## src/rtl/fetch_pkg.sv

```systemverilog
// Shared definitions for the dual-issue instruction fetch front end:
// FSM state encoding, queue entry layout, PC step constants and helpers.
package fetch_pkg;

  typedef enum logic [1:0] {
    ST_IDLE = 2'd0,
    ST_RUN  = 2'd1,
    ST_WAIT = 2'd2,
    ST_FULL = 2'd3
  } fetch_state_e;

  // One queue entry: instruction word plus the PC it was fetched from.
  localparam int ENTRY_W = 64;

  typedef struct packed {
    logic [31:0] inst;
    logic [31:0] pc;
  } q_entry_t;

  localparam logic [31:0] PC_INC       = 32'd8;
  localparam logic [31:0] SLOT_OFS     = 32'd4;
  localparam logic [31:0] RESET_PC_DEF = 32'h0000_0000;

  // Redirect targets are forced onto a word boundary.
  function automatic logic [31:0] align_pc(input logic [31:0] addr);
    return {addr[31:2], 2'b00};
  endfunction

  // Saturating increment used by the optional performance counters.
  function automatic logic [31:0] sat_inc32(input logic [31:0] v);
    return (v == 32'hFFFF_FFFF) ? v : (v + 32'd1);
  endfunction

endpackage

```

## src/rtl/inst_queue.sv

```systemverilog
// Dual-push / dual-pop circular instruction queue with synchronous flush.
// Pushes always carry a full pair; pops are clamped to the current occupancy.
module inst_queue
  import fetch_pkg::*;
#(
  parameter int QDEPTH = 8,
  parameter int QAW    = 3
) (
  input  logic           clk,
  input  logic           clrn,
  input  logic           flush,
  input  logic           push,
  input  q_entry_t       push_e0,
  input  q_entry_t       push_e1,
  input  logic [1:0]     pop,
  output q_entry_t       head_e0,
  output q_entry_t       head_e1,
  output logic           head_v0,
  output logic           head_v1,
  output logic [QAW:0]   count
);

  localparam logic [QAW-1:0] PTR_ONE = {{(QAW-1){1'b0}}, 1'b1};
  localparam logic [QAW:0]   CNT_TWO = {{(QAW-1){1'b0}}, 2'b10};
  localparam logic [QAW:0]   CNT_ZERO = {(QAW+1){1'b0}};

  q_entry_t          mem_r [QDEPTH];
  logic [QAW-1:0]    head_r;
  logic [QAW-1:0]    tail_r;
  logic [QAW:0]      count_r;
  logic [QAW:0]      pop_req_s;
  logic [QAW:0]      pop_eff_s;
  logic [QAW:0]      push_cnt_s;

  // Clamp the requested pop count to what is actually stored.
  always_comb begin
    pop_req_s = {{(QAW-1){1'b0}}, pop};
    if (pop_req_s > count_r) begin
      pop_eff_s = count_r;
    end else begin
      pop_eff_s = pop_req_s;
    end
    if (push) begin
      push_cnt_s = CNT_TWO;
    end else begin
      push_cnt_s = CNT_ZERO;
    end
  end

  // Storage: both words of a pair are written together at the tail.
  always_ff @(posedge clk or negedge clrn) begin
    if (!clrn) begin
      for (int i = 0; i < QDEPTH; i++) begin
        mem_r[i] <= '0;
      end
    end else if (push && !flush) begin
      mem_r[tail_r]           <= push_e0;
      mem_r[tail_r + PTR_ONE] <= push_e1;
    end
  end

  // Pointer and occupancy bookkeeping; flush wins over push and pop.
  always_ff @(posedge clk or negedge clrn) begin
    if (!clrn) begin
      head_r  <= {QAW{1'b0}};
      tail_r  <= {QAW{1'b0}};
      count_r <= CNT_ZERO;
    end else if (flush) begin
      head_r  <= {QAW{1'b0}};
      tail_r  <= {QAW{1'b0}};
      count_r <= CNT_ZERO;
    end else begin
      head_r  <= head_r + pop_eff_s[QAW-1:0];
      tail_r  <= push ? (tail_r + PTR_ONE + PTR_ONE) : tail_r;
      count_r <= count_r + push_cnt_s - pop_eff_s;
    end
  end

  assign head_e0 = mem_r[head_r];
  assign head_e1 = mem_r[head_r + PTR_ONE];
  assign head_v0 = (count_r != CNT_ZERO);
  assign head_v1 = (count_r >= CNT_TWO);
  assign count   = count_r;

endmodule

```

## src/rtl/inst_fetch_unit.sv

```systemverilog
// Dual-issue instruction fetch unit: drives two consecutive fetch addresses,
// captures the cache pair into an in-order queue and handles stalls,
// back-pressure and redirects.
// Optional build macro FETCH_PERF_EN adds saturating WAIT/FULL/redirect
// performance counters as extra output ports.
module inst_fetch_unit
  import fetch_pkg::*;
#(
  parameter logic [31:0] RESET_PC = RESET_PC_DEF,
  parameter int          QDEPTH   = 8,
  parameter int          QAW      = 3
) (
  input  logic           clk,
  input  logic           clrn,
  output logic [31:0]    pc1,
  output logic [31:0]    pc2,
  input  logic [31:0]    inst1,
  input  logic [31:0]    inst2,
  input  logic           inst_valid,
  input  logic           redirect,
  input  logic [31:0]    redirect_pc,
  input  logic [1:0]     deq,
  output logic           out_valid1,
  output logic [31:0]    out_inst1,
  output logic [31:0]    out_pc1,
  output logic           out_valid2,
  output logic [31:0]    out_inst2,
  output logic [31:0]    out_pc2,
  output logic [QAW:0]   q_count
`ifdef FETCH_PERF_EN
  ,
  output logic [31:0]    perf_wait_cyc,
  output logic [31:0]    perf_full_cyc,
  output logic [31:0]    perf_redirects
`endif
);

  localparam logic [QAW:0] DEPTH_C = (QAW+1)'(QDEPTH);
  localparam logic [QAW:0] TWO_C   = {{(QAW-1){1'b0}}, 2'b10};

  fetch_state_e   state_r;
  fetch_state_e   state_nx_s;
  logic [31:0]    pc_r;
  logic [31:0]    pc2_r;
  logic [31:0]    pc_nx_s;
  logic           enq_s;
  logic           flush_s;
  logic           room_s;
  logic [QAW:0]   count_s;
  logic [QAW:0]   free_s;
  logic [1:0]     pop_s;
  q_entry_t       push_e0_s;
  q_entry_t       push_e1_s;
  q_entry_t       head_e0_s;
  q_entry_t       head_e1_s;

  // Free slots are judged on occupancy before this cycle's dequeue.
  assign free_s = DEPTH_C - count_s;
  assign room_s = (free_s >= TWO_C);

  // FSM state register.
  always_ff @(posedge clk or negedge clrn) begin
    if (!clrn) begin
      state_r <= ST_IDLE;
    end else begin
      state_r <= state_nx_s;
    end
  end

  // FSM next-state logic; a redirect always restarts in RUN.
  always_comb begin
    state_nx_s = state_r;
    case (state_r)
      ST_IDLE: state_nx_s = ST_RUN;
      ST_RUN: begin
        if (redirect) begin
          state_nx_s = ST_RUN;
        end else if (!inst_valid) begin
          state_nx_s = ST_WAIT;
        end else if (!room_s) begin
          state_nx_s = ST_FULL;
        end else begin
          state_nx_s = ST_RUN;
        end
      end
      ST_WAIT: begin
        if (redirect) begin
          state_nx_s = ST_RUN;
        end else if (inst_valid && room_s) begin
          state_nx_s = ST_RUN;
        end else if (inst_valid) begin
          state_nx_s = ST_FULL;
        end else begin
          state_nx_s = ST_WAIT;
        end
      end
      ST_FULL: begin
        if (redirect || room_s) begin
          state_nx_s = ST_RUN;
        end else begin
          state_nx_s = ST_FULL;
        end
      end
      default: state_nx_s = ST_IDLE;
    endcase
  end

  // FSM outputs: enqueue strobe and queue flush.
  always_comb begin
    enq_s   = 1'b0;
    flush_s = 1'b0;
    case (state_r)
      ST_RUN, ST_WAIT: begin
        flush_s = redirect;
        enq_s   = !redirect && inst_valid && room_s;
      end
      ST_FULL: begin
        flush_s = redirect;
        enq_s   = 1'b0;
      end
      default: begin
        flush_s = 1'b0;
        enq_s   = 1'b0;
      end
    endcase
  end

  // Next fetch address: redirect target, next pair, or hold.
  always_comb begin
    if (flush_s) begin
      pc_nx_s = align_pc(redirect_pc);
    end else if (enq_s) begin
      pc_nx_s = pc_r + PC_INC;
    end else begin
      pc_nx_s = pc_r;
    end
  end

  // Fetch PC registers; slot 1 address is kept registered alongside slot 0.
  always_ff @(posedge clk or negedge clrn) begin
    if (!clrn) begin
      pc_r  <= RESET_PC;
      pc2_r <= RESET_PC + SLOT_OFS;
    end else begin
      pc_r  <= pc_nx_s;
      pc2_r <= pc_nx_s + SLOT_OFS;
    end
  end

  assign pc1 = pc_r;
  assign pc2 = pc2_r;

  assign push_e0_s = '{inst: inst1, pc: pc_r};
  assign push_e1_s = '{inst: inst2, pc: pc2_r};
  assign pop_s     = flush_s ? 2'b00 : deq;

  inst_queue #(
    .QDEPTH (QDEPTH),
    .QAW    (QAW)
  ) u_queue (
    .clk     (clk),
    .clrn    (clrn),
    .flush   (flush_s),
    .push    (enq_s),
    .push_e0 (push_e0_s),
    .push_e1 (push_e1_s),
    .pop     (pop_s),
    .head_e0 (head_e0_s),
    .head_e1 (head_e1_s),
    .head_v0 (out_valid1),
    .head_v1 (out_valid2),
    .count   (count_s)
  );

  assign out_inst1 = head_e0_s.inst;
  assign out_pc1   = head_e0_s.pc;
  assign out_inst2 = head_e1_s.inst;
  assign out_pc2   = head_e1_s.pc;
  assign q_count   = count_s;

`ifdef FETCH_PERF_EN
  logic [31:0] perf_wait_r;
  logic [31:0] perf_full_r;
  logic [31:0] perf_redir_r;

  // Saturating stall/redirect counters, cleared only by the hard reset.
  always_ff @(posedge clk or negedge clrn) begin
    if (!clrn) begin
      perf_wait_r  <= 32'd0;
      perf_full_r  <= 32'd0;
      perf_redir_r <= 32'd0;
    end else begin
      perf_wait_r  <= (state_r == ST_WAIT) ? sat_inc32(perf_wait_r) : perf_wait_r;
      perf_full_r  <= (state_r == ST_FULL) ? sat_inc32(perf_full_r) : perf_full_r;
      perf_redir_r <= flush_s ? sat_inc32(perf_redir_r) : perf_redir_r;
    end
  end

  assign perf_wait_cyc  = perf_wait_r;
  assign perf_full_cyc  = perf_full_r;
  assign perf_redirects = perf_redir_r;
`endif

endmodule

```

## config.mk

```make
export PLATFORM = sky130hd
export DESIGN_NAME = inst_fetch_unit
export DESIGN_NICKNAME = d
export VERILOG_FILES = /design/src/rtl/fetch_pkg.sv /design/src/rtl/inst_queue.sv /design/src/rtl/inst_fetch_unit.sv
export SDC_FILE = /design/constraint.sdc
export NUM_CORES = 1
export LEC_CHECK = 0
export ABC_CLOCK_PERIOD_IN_PS = 4900
export CORE_UTILIZATION = 35
export DETAILED_ROUTE_END_ITERATION = 7
export PLACE_DENSITY = 0.64
export SLEW_MARGIN = 30
export SYNTH_ARGS = -nofsm -noshare
export SYNTH_HDL_FRONTEND = slang
export SYNTH_HIERARCHICAL = 1
export SYNTH_SLANG_ARGS = --single-unit
```

## constraint.sdc

```tcl
create_clock -name clk -period 4.9 [get_ports clk]
set_input_delay 0.98 -clock clk [delete_from_list [all_inputs] [get_ports clk]]
set_output_delay 0.98 -clock clk [all_outputs]
set_load 0.05 [all_outputs]
```

# == Word-level counts from Yosys, hierarchy flattened ==
# Index checks and enable logic that the tools add are counted.
# totals
ff_bits,588
out_inout_bits,198
word_cells,92
# classes
addsub,9
order_cmp,9
eq_ne,3
n_mux,31
bitwise_logic,4
reduce_logical,14
# op_table
op,n
$bwmux 512,2
$bmux 64 s3,2
$demux 64 s3,2
$mux 64,6
$mux 32,2
$add 32x3->32 const B,1
$add 32x4->32 const B,1
$ge 4x4->1 const B,4
$mux 2,8
$not 3->4,4
$add 3x1->3 const B,3
$mux 3,3
$ge 4x2->1 const B,2
$lt 4x1->1 const B,2
$mux 4,2
$pmux 2 s4,1
$logic_and 1x1->1,6
$add 4x4->4,1
$eq 2x2->1 const B,2
$gt 2x4->1,1
$reduce_bool 4->1,1
$sub 4x4->4,1
$sub 4x4->4 const A,1
$add 3x3->3,1
8 further kinds,11

# == Logic depth before layout (Yosys ltp) ==
# Gate-level depths: netlist (run 1).
# depth
ltp_word,8
mapped_depth,20
depth_no_buf,16

# == Cells and area by module ==
# The synthesis (run 1) kept the hierarchy.
# modules_own_cells
mod,instances,cells_each,area_per_inst_um2,seq_area_each_um2
inst_queue,1,2765,29010.3,13037.5
inst_fetch_unit,1,406,3987.6,1552.7

# == Least setup slack after synthesis (run 1) ==
# OpenSTA, ideal clock, no wires.
# synth_timing
path_kind,input -> register
from,input port redirect
to,register u_queue.count_r[3] (netlist: u_queue/count[3])
setup_time_ns,0.132
arrival_time_ns,4.327
required_time_ns,4.768
path_slack_ns,0.442
stages,17
n_path_buf,4
cell_sequence,nand2b_1 -> clkbuf_8 -> clkbuf_8 -> clkbuf_8 -> clkbuf_1 -> and2_1 -> ha_1 -> nor2b_1 -> o211ai_1 -> mux2_2 -> fa_1 -> inv_1 -> ha_1 -> inv_1 -> fa_1 -> xnor2_1 -> nor2_1
# synth_via
word_cells_on_any_way,12
classes_between,add/sub (2); order compare (1); mux (6); reduce/logical (3)
# synth_rtl
element,line,rtl
from (decl),inst_fetch_unit.sv:20,"input logic redirect,"
$mux 1 (*),inst_fetch_unit.sv:112,case (state_r)
$mux 2 (*),inst_fetch_unit.sv:155,assign pop_s = flush_s ? 2'b00 : deq;
via pop_s[1],inst_fetch_unit.sv:51,logic [1:0] pop_s;
$gt 2x4->1,inst_queue.sv:38,if (pop_req_s > count_r) begin
$mux 4 (*),inst_queue.sv:38,
$sub 4x4->4 (*),inst_queue.sv:75,count_r <= count_r + push_cnt_s - pop_eff_s;
$mux 4 (*),inst_queue.sv:68,end else if (flush) begin
to (signal assigned),inst_queue.sv:75,
to (decl),inst_queue.sv:30,logic [QAW:0] count_r;
# Mark *: on every way through the listed nets, which the timed path passes. The rest lies on a longest branch.
# A chain may end at the register's enable or synchronous reset.

# == Final worst setup path (run 1) ==
# layout_timing
from,register u_queue.head_r[0]
to,output port out_pc2[20]
# layout_via
elab_chain_len,5
# layout_rtl
element,line,rtl
from (decl),inst_queue.sv:28,logic [QAW-1:0] head_r;
from (signal assigned),inst_queue.sv:65,head_r <= {QAW{1'b0}};
from (signal assigned),inst_queue.sv:69,head_r <= {QAW{1'b0}};
from (signal assigned),inst_queue.sv:73,head_r <= head_r + pop_eff_s[QAW-1:0];
$add 3x1->3,inst_queue.sv:80,assign head_e1 = mem_r[head_r + PTR_ONE];
$not 3->4 (implied by the code),inst_queue.sv:80,
$bmux 64 s3,inst_queue.sv:80,
$mux 64 (implied by the code) (2 in series),inst_queue.sv:80,
to (decl),inst_fetch_unit.sv:28,"output logic [31:0] out_pc2,"
# Every way passes these cells. The select of a mux whose other input is x is not followed.

==> results of run 1 <==
==> registers in the layout (all words and copies together) (netlist names) <==
register / flops
u_queue/head_r: 3
u_queue/tail_r: 2
state_r: 2
pc2: 30
pc1: 30
u_queue/mem_r: 512
u_queue/count: 4
==> kinds of logic (layout without fill, tap and decap cells) <==
group | after synthesis | count (layout) | synth area share, %
compound gates | 520 | 520 | 10.2
buf+inv | 314 | 519 | 4.79
mux | 524 | 524 | 21.7
simple gates | 1159 | 1159 | 16.8
flops | 583 | 583 | 44.2
other cells | 1 | 23 | 0.0114
fa+ha+maj | 27 | 27 | 1.09
xor+xnor | 43 | 43 | 1.14
==> repair_timing <==
action,CTS,global route
pin swaps,1,1
buffers inserted,1,1
gates resized for setup,2,4
endpoints found under the setup margin,8,29
==> cells in the final DEF (no fill, tap or decap), types with 5 or more instances in the layout <==
| cell | n |
|---|---|
| a2111oi_0 | 130 |
| a211oi_1 | 6 |
| a21oi_1 | 6 |
| and2_1 | 7 |
| and3_1 | 133 |
| buf_12 | 21 |
| buf_4 | 65 |
| clkbuf_1 | 14 |
| clkbuf_16 | 72 |
| clkbuf_8 | 19 |
| clkdlybuf4s50_1 | 265 |
| clkinv_2 | 10 |
| conb_1 | 20 |
| dfrtp_1 | 579 |
| ha_1 | 19 |
| ha_4 | 5 |
| inv_1 | 32 |
| mux2_1 | 6 |
| mux2_2 | 254 |
| mux2i_1 | 136 |
| mux4_2 | 128 |
| nand2_1 | 684 |
| nand3_1 | 23 |
| nand3b_1 | 8 |
| nand4_1 | 11 |
| nor2_1 | 37 |
| nor2b_1 | 133 |
| nor3_1 | 16 |
| nor4_1 | 70 |
| o2111ai_1 | 6 |
| o211ai_1 | 9 |
| o21ai_0 | 289 |
| o21ai_1 | 40 |
| xnor2_1 | 24 |
| xor2_1 | 17 |
==> layout make-up <==
type                    count  share of cell area [%]
diodes                      3                  0.0191
multi-input cells        2293                    43.2
clock inverters            23                   0.658
well taps                1254                    3.98
flip-flops and latches    583                    37.1
clock buffers             105                    5.37
repair buffers            358                    9.39
inverters                  33                   0.315
==> per-layer routing <==
layer  global-route usage [%]  vias up  share of wire (%)  wire length (µm)
li1                         -    11748                  -                 -
met1                     28.6    12490                 45             44300
met2                     32.1      828                 46             45200
met3                     3.81      156                6.8              6670
met4                     7.10        2                2.6              2520
met5                        0        -              0.013                13
==> worst register-to-register path, cell delays in order (launching register included) <==
cell and delay [ns]:
dfrtp_1 0.51, inv_1 0.11, ha_1 0.27, nor3b_1 0.41, a31oi_4 0.03, buf_4 0.22, o21ai_2 0.49, inv_2 0.32
o211ai_2 0.33, nand3_1 0.27, nor3b_4 0.43, nand3_1 0.20, nor3_1 0.26, xor2_1 0.17
==> synth_stat cells, types with 6 or more instances <==
| master | number |
|---|---|
| a21oi_1 | 6 |
| nand4_1 | 11 |
| o211ai_1 | 9 |
| a2111oi_0 | 130 |
| xnor2_1 | 25 |
| inv_1 | 32 |
| nand3b_1 | 8 |
| buf_6 | 13 |
| a211oi_1 | 6 |
| and2_1 | 7 |
| o2111ai_1 | 6 |
| buf_2 | 98 |
| clkbuf_1 | 135 |
| ha_1 | 24 |
| nor2b_1 | 133 |
| nand2_1 | 684 |
| nor4_1 | 70 |
| o21ai_1 | 40 |
| xor2_1 | 18 |
| mux2_1 | 6 |
| buf_4 | 29 |
| nor2_1 | 37 |
| mux4_2 | 128 |
| o21ai_0 | 289 |
| mux2_2 | 254 |
| dfrtp_1 | 582 |
| mux2i_1 | 136 |
| and3_1 | 133 |
| nor3_1 | 16 |
| nand3_1 | 23 |
==> power by group through the flow <==
stage / sequential [µW] / combinational [µW] / clock [µW]
floorplan: 8060 / 11800 / 0
finish: 7910 / 18100 / 5360
global route: 8100 / 19200 / 5680
CTS: 7890 / 18100 / 5500
global placement: 7940 / 17800 / 0
detailed placement: 7960 / 17900 / 0
==> per-stage QoR <==
stage               worst slack (ns)  total power, µW  cell area [µm²]
floorplan                      0.442            19900            33100
global placement               0.408            25700            36900
detailed placement             0.364            25900            36900
CTS                          0.00411            31400            39300
global route                 0.00398            33000            39400
finish                        0.0880            31300            39400
==> final timing paths <==
kind                               startpoint                 end  cells past startpoint
max                         u_queue/head_r[0]         out_pc2[20]                      5
max reg2reg                  u_queue/count[0]             pc2[20]                     13
min in group clk           u_queue/mem_r[142]  u_queue/mem_r[142]                      2
max in group asynchronous                clrn  u_queue/mem_r[249]                      3
min                                      clrn  u_queue/mem_r[471]                      1
min reg2reg                u_queue/mem_r[142]  u_queue/mem_r[142]                      2
==> impl_results.md, run 1 <==
- Total of max-cap violations: 0
- Routability congestion estimate: 0.827
- Overall routing resource usage: 20.6%
- Critical Path Slowest Stage Cell: clkdlybuf4s50_1
- Hold Worst Slack: 0.280 ns
- Crit Path Category: reg2out
- Number of core rows: 112
- Maximum level of the CTS H-tree: 3
- Share of total power in combinational logic: 57.7%
- Dpl cells: 4518
- Number of buffers added to fix hold violations after cts: 0
- Final-layout fill cell count: 8929
- Crit path cell chain: buf_4, mux2i_1, and3_1, nor4_1, clkdlybuf4s50_1
- Cell area after synthesis: 33000 µm²
- Number of enable-type register cells in the synthesized netlist: 0
- Setup tns final: 0 ns
- Required arrival time at the worst endpoint: around 3.9 ns
- Detailed-route via count: 25224
- Type of origin of the critical path: register
- Global route overflow: 0
- Die extent in y: 309 µm
- Mean post-synth cell area: 10.4 µm²
- Main area contributors after synthesis: dfrtp_1, mux4_2, mux2_2
- Net switching power of the design: 15400 µW
- Slowest Stage Delay on Critical Path: 0.95 ns
- Vias in the first global route: roughly 25000
- Register Area: 14600 µm²
- CTS sink count: 583
- Time the worst path needs with I/O delays and setup: 4.81 ns
- Min-delay worst type: in2async
- Leak Pwr: 0.0168 µW
- Final core occ: 42.2%
- Max-slew violation total from the final report: 0
- Die area: 95500 µm²
- Vias per cell: ~5.4
- Finished Layout Cells: approximately 4700
- Outcome: finished clean
- Transition at the pin with the smallest max-transition slack: roughly 1 ns
- Count of input and output buffers: 293
- Area of the multi-input gates: ~17000 µm²
- Data arrival, critical path: 3.83 ns
- Sequential fraction of the synthesis area: 44.2%
- Root buffer selected by CTS: clkbuf_16
- TritonCTS clock tree: yes
- Setup repair after global routing missed its margin: no
- Post-route clock period utilization: 98.2%
- Clock network fraction of total power: 17.1%
- Maximum number of pins on one net before global-route repair: 154
- Share of cells above drive strength 1: about a fifth
- Number of DRC markers after the initial detailed-route iteration: 1842
- Total half-perimeter wirelength after legalization and detailed placement: roughly 60000 µm
- Setup slack, reg-to-reg: ~0.77 ns
- Initial antenna violation count: 3
- First-pass GRT wire length: around 150000 µm
- Worst clock skew: 0.0308 ns
- Clock latency on the worst-skew pair: around 0.63 ns
- Number of nets still failing antenna checks after routing: 0
- Residual DRC count: 0
- Number of distinct standard cells referenced by the synthesized netlist: 80
- Max VDD drop: between 0.8 and 0.9 mV
- Relative area change from synthesis to final layout: 19.3%
- Maximum clock rate: approximately 210 MHz
- Effective utilization at floorplan: 35.4%
- Clock buffers created by TritonCTS: 71
- Total Routed Length: 98700 µm
- Final setup violation count: 0
- Worst-path clk slew: ~0.060 ns
- Number of nets in the layout: approximately 3500
- Synth Register Bits: 583
- Top cell type by total area after synthesis: dfrtp_1
- Internal power contribution: roughly 16000 µW
- Synthesized instance count: 3171
- Worst setup EP type: output pin
- Worst rel slew slack: approximately a third
- Asr flop ratio synth: 100%
- Hold violation count in the final report: 0
- Chip Width: 309 µm
- Total power per unit cell area: 796 nW/µm²
- Worst path top cell family by delay: buffers and inverters
- Yosys top cell area share: 44.1%
- Core footprint: approximately 93000 µm²
- Worst-path maximum fanout: 66
- Part of the total power dissipated in sequential elements: 25.2%
- Main flop type after synthesis: dfrtp_1
- Count of buffer and inverter cells on the critical path: 2
- Number of placed I/O pins: 300
- Sw frac: 49.1%
- First drt pass iteration count: 5
- Clock tree buffer depth: 3
- Warning count from the yosys run: 6
- Detail-routed net length per standard cell: about 21 µm
Power figures use the tool's default switching activity.
==> inputs of run 2 (changes only) <==
--- a/config.mk
+++ b/config.mk
@@ -8,7 +8,8 @@
 export ABC_CLOCK_PERIOD_IN_PS = 4900
 export CORE_UTILIZATION = 35
 export DETAILED_ROUTE_END_ITERATION = 7
-export PLACE_DENSITY = 0.64
+export DONT_BUFFER_PORTS = 1
+export PLACE_DENSITY = 0.6
 export SLEW_MARGIN = 30
 export SYNTH_ARGS = -nofsm -noshare
 export SYNTH_HDL_FRONTEND = slang
==> run 2 against run 1 <==
Compared with the run above: the run now ends with max-slew violations left; non-clock buffer count shrank 247; cell area shrank 5.7%; count of clock-buffer cells in the layout shrank 3; critical path type unchanged; hold slack lost 0.23 ns; routed wire length shrank 2.1%; setup slack gained 0.28 ns; cell count shrank 5.4%; critical path depth is the same; via count shrank 4.4%; clock skew shrank 0.0045 ns; maximum frequency grew 6.3%; sequential share of layout area grew 2.2 points.
==> impl_results.md, run 2 (synthesized netlist as in run 1, its figures left out) <==
- Residual DRC count: 0
- Number of DRC markers after the initial detailed-route iteration: 1634
- Core footprint: 93300 µm²
- Clock latency on the worst-skew pair: ~0.63 ns
- Detail-routed net length per standard cell: 22.0 µm
- Overall routing resource usage: 20.2%
- Share of cells above drive strength 1: 22.9%
- Setup repair after global routing missed its margin: no
- Global route overflow: 0
- Type of origin of the critical path: register
- Number of core rows: 112
- Worst rel slew slack: -130%
- Post-route clock period utilization: 92.4%
- Outcome: finished, violations left
- Total half-perimeter wirelength after legalization and detailed placement: a little under 60000 µm
- Root buffer selected by CTS: clkbuf_16
- Clock tree buffer depth: 3
- First-pass GRT wire length: 149000 µm
- Die area: around 96000 µm²
- Number of nets in the layout: approximately 3200
- First drt pass iteration count: 5
- Most frequent cells in the layout: nand2_1, dfrtp_1, o21ai_0
- Maximum number of pins on one net before global-route repair: 584
- Number of buffers added to fix hold violations after cts: 0
- Count of input and output buffers: 0
- Worst setup EP type: output pin
- Relative area change from synthesis to final layout: 12.5%
- Post-cts repair resize count: 0
- Commonest non-fill, non-tap cell in the layout: nand2_1
- Number of placed I/O pins: 300
- Vias per cell: approximately 5.5
- Crit Path Category: reg2out
- Number of nets still failing antenna checks after routing: 0
- Effective utilization at floorplan: 35.4%
- Total of max-cap violations: 0
- Worst clock skew: between 0.02 and 0.03 ns
- Maximum clock rate: 221 MHz
- Routability congestion estimate: 0.831
- Initial antenna violation count: 3
- Max FFs per register: 512
- Vias in the first global route: 24135
- TritonCTS clock tree: yes
- Required arrival time at the worst endpoint: between 3 and 4 ns
- Data arrival, critical path: 3.55 ns
- Detailed-route via count: approximately 24000
- Max-slew violation total from the final report: 422
- Clock buffers created by TritonCTS: 73
- Chip Width: 309 µm
- Hold violation count in the final report: 0
- Worst-path clk slew: 0.06 ns
- Register name with the most flops: u_queue/mem_r
- CTS sink count: 583
- Transition at the pin with the smallest max-transition slack: ~3.5 ns
- Violated checks: max-slew violations
- Worst-path maximum fanout: 44
- Maximum level of the CTS H-tree: 3
- Min-delay worst type: in2async
- Total Routed Length: approximately 97000 µm
- Setup fix buffers added after clock tree synthesis: 0
- Final-layout fill cell count: between 9000 and 10000
- Die extent in y: 309 µm
- Setup tns final: 0 ns
- Final setup violation count: 0
- Time the worst path needs with I/O delays and setup: 4.53 ns
[run 2: cell types whose count changed in the layout (fill, tap and decap cells not counted), sizes merged]
cell and change:
clkdlybuf4s50 -265, buf +21, clkbuf -3, dlymetal6s2s -3
bufinv +1, clkinv -1, clkinvlp -1, diode -1
inv +1
[run 2: layout make-up]
class | instances | area (µm²) | area share (%)
Clock inverter | 23 | 251 | 0.677
Tap cell | 1254 | 1570 | 4.22
Timing Repair Buffer | 111 | 1040 | 2.81
Multi-Input combinational cell | 2293 | 17400 | 46.8
Antenna cell | 2 | 5.00 | 0.0135
Sequential cell | 583 | 14600 | 39.3
Inverter | 33 | 124 | 0.334
Clock buffer | 102 | 2150 | 5.79
[run 2: path summary, 6_finish.rpt]
kind	startpoint	to	slack (ns)	cells past startpoint
setup / recovery	u_queue/head_r[2]	out_inst2[8]	0.37	5
hold / removal	clrn	u_queue/mem_r[152]	0.05	0
setup reg to reg	u_queue/count[0]	pc2[31]	0.74	14
hold reg to reg	u_queue/mem_r[161]	u_queue/mem_r[161]	0.49	2
max in group asynchronous	clrn	u_queue/mem_r[383]	2.13	0
min in group clk	redirect	state_r[1]	0.42	1
[run 2: through the flow]
stage	utilization, %	worst slack (ns)	instances	hold WS [ns]	area [µm²]
floorplan	-	0.442	3190	0.459	33100
global placement	37.2	0.796	4273	0.475	34700
detailed placement	37.2	0.766	4273	0.482	34700
CTS	39.8	0.316	4398	0.0381	37100
global route	39.8	0.274	4399	0.0130	37100
finish	39.8	0.373	4401	0.0487	37100
[run 2: routing by layer]
| metal | track usage [%] | part of all wire, % | up-vias | wire length (µm) |
|---|---|---|---|---|
| li1 | - | - | 11247 | - |
| met1 | 26.9 | 44 | 12054 | 42600 |
| met2 | 32.2 | 46 | 674 | 44800 |
| met3 | 5.04 | 7.0 | 150 | 6800 |
| met4 | 6.37 | 2.4 | 0 | 2360 |
| met5 | 0 | 0 | - | 0 |
[run 2: critical path: stages (launching register included)]
cell	delay (ns)
dfrtp_4	0.85
xor2_4	0.45
buf_4	0.56
a2111oi_0	0.19
nor4_2	0.49
buf_4	0.28
Power of run 2 is left out: the tool's default activity adds up to more than one toggle a clock period on the data nets, which glitch-free logic cannot reach.
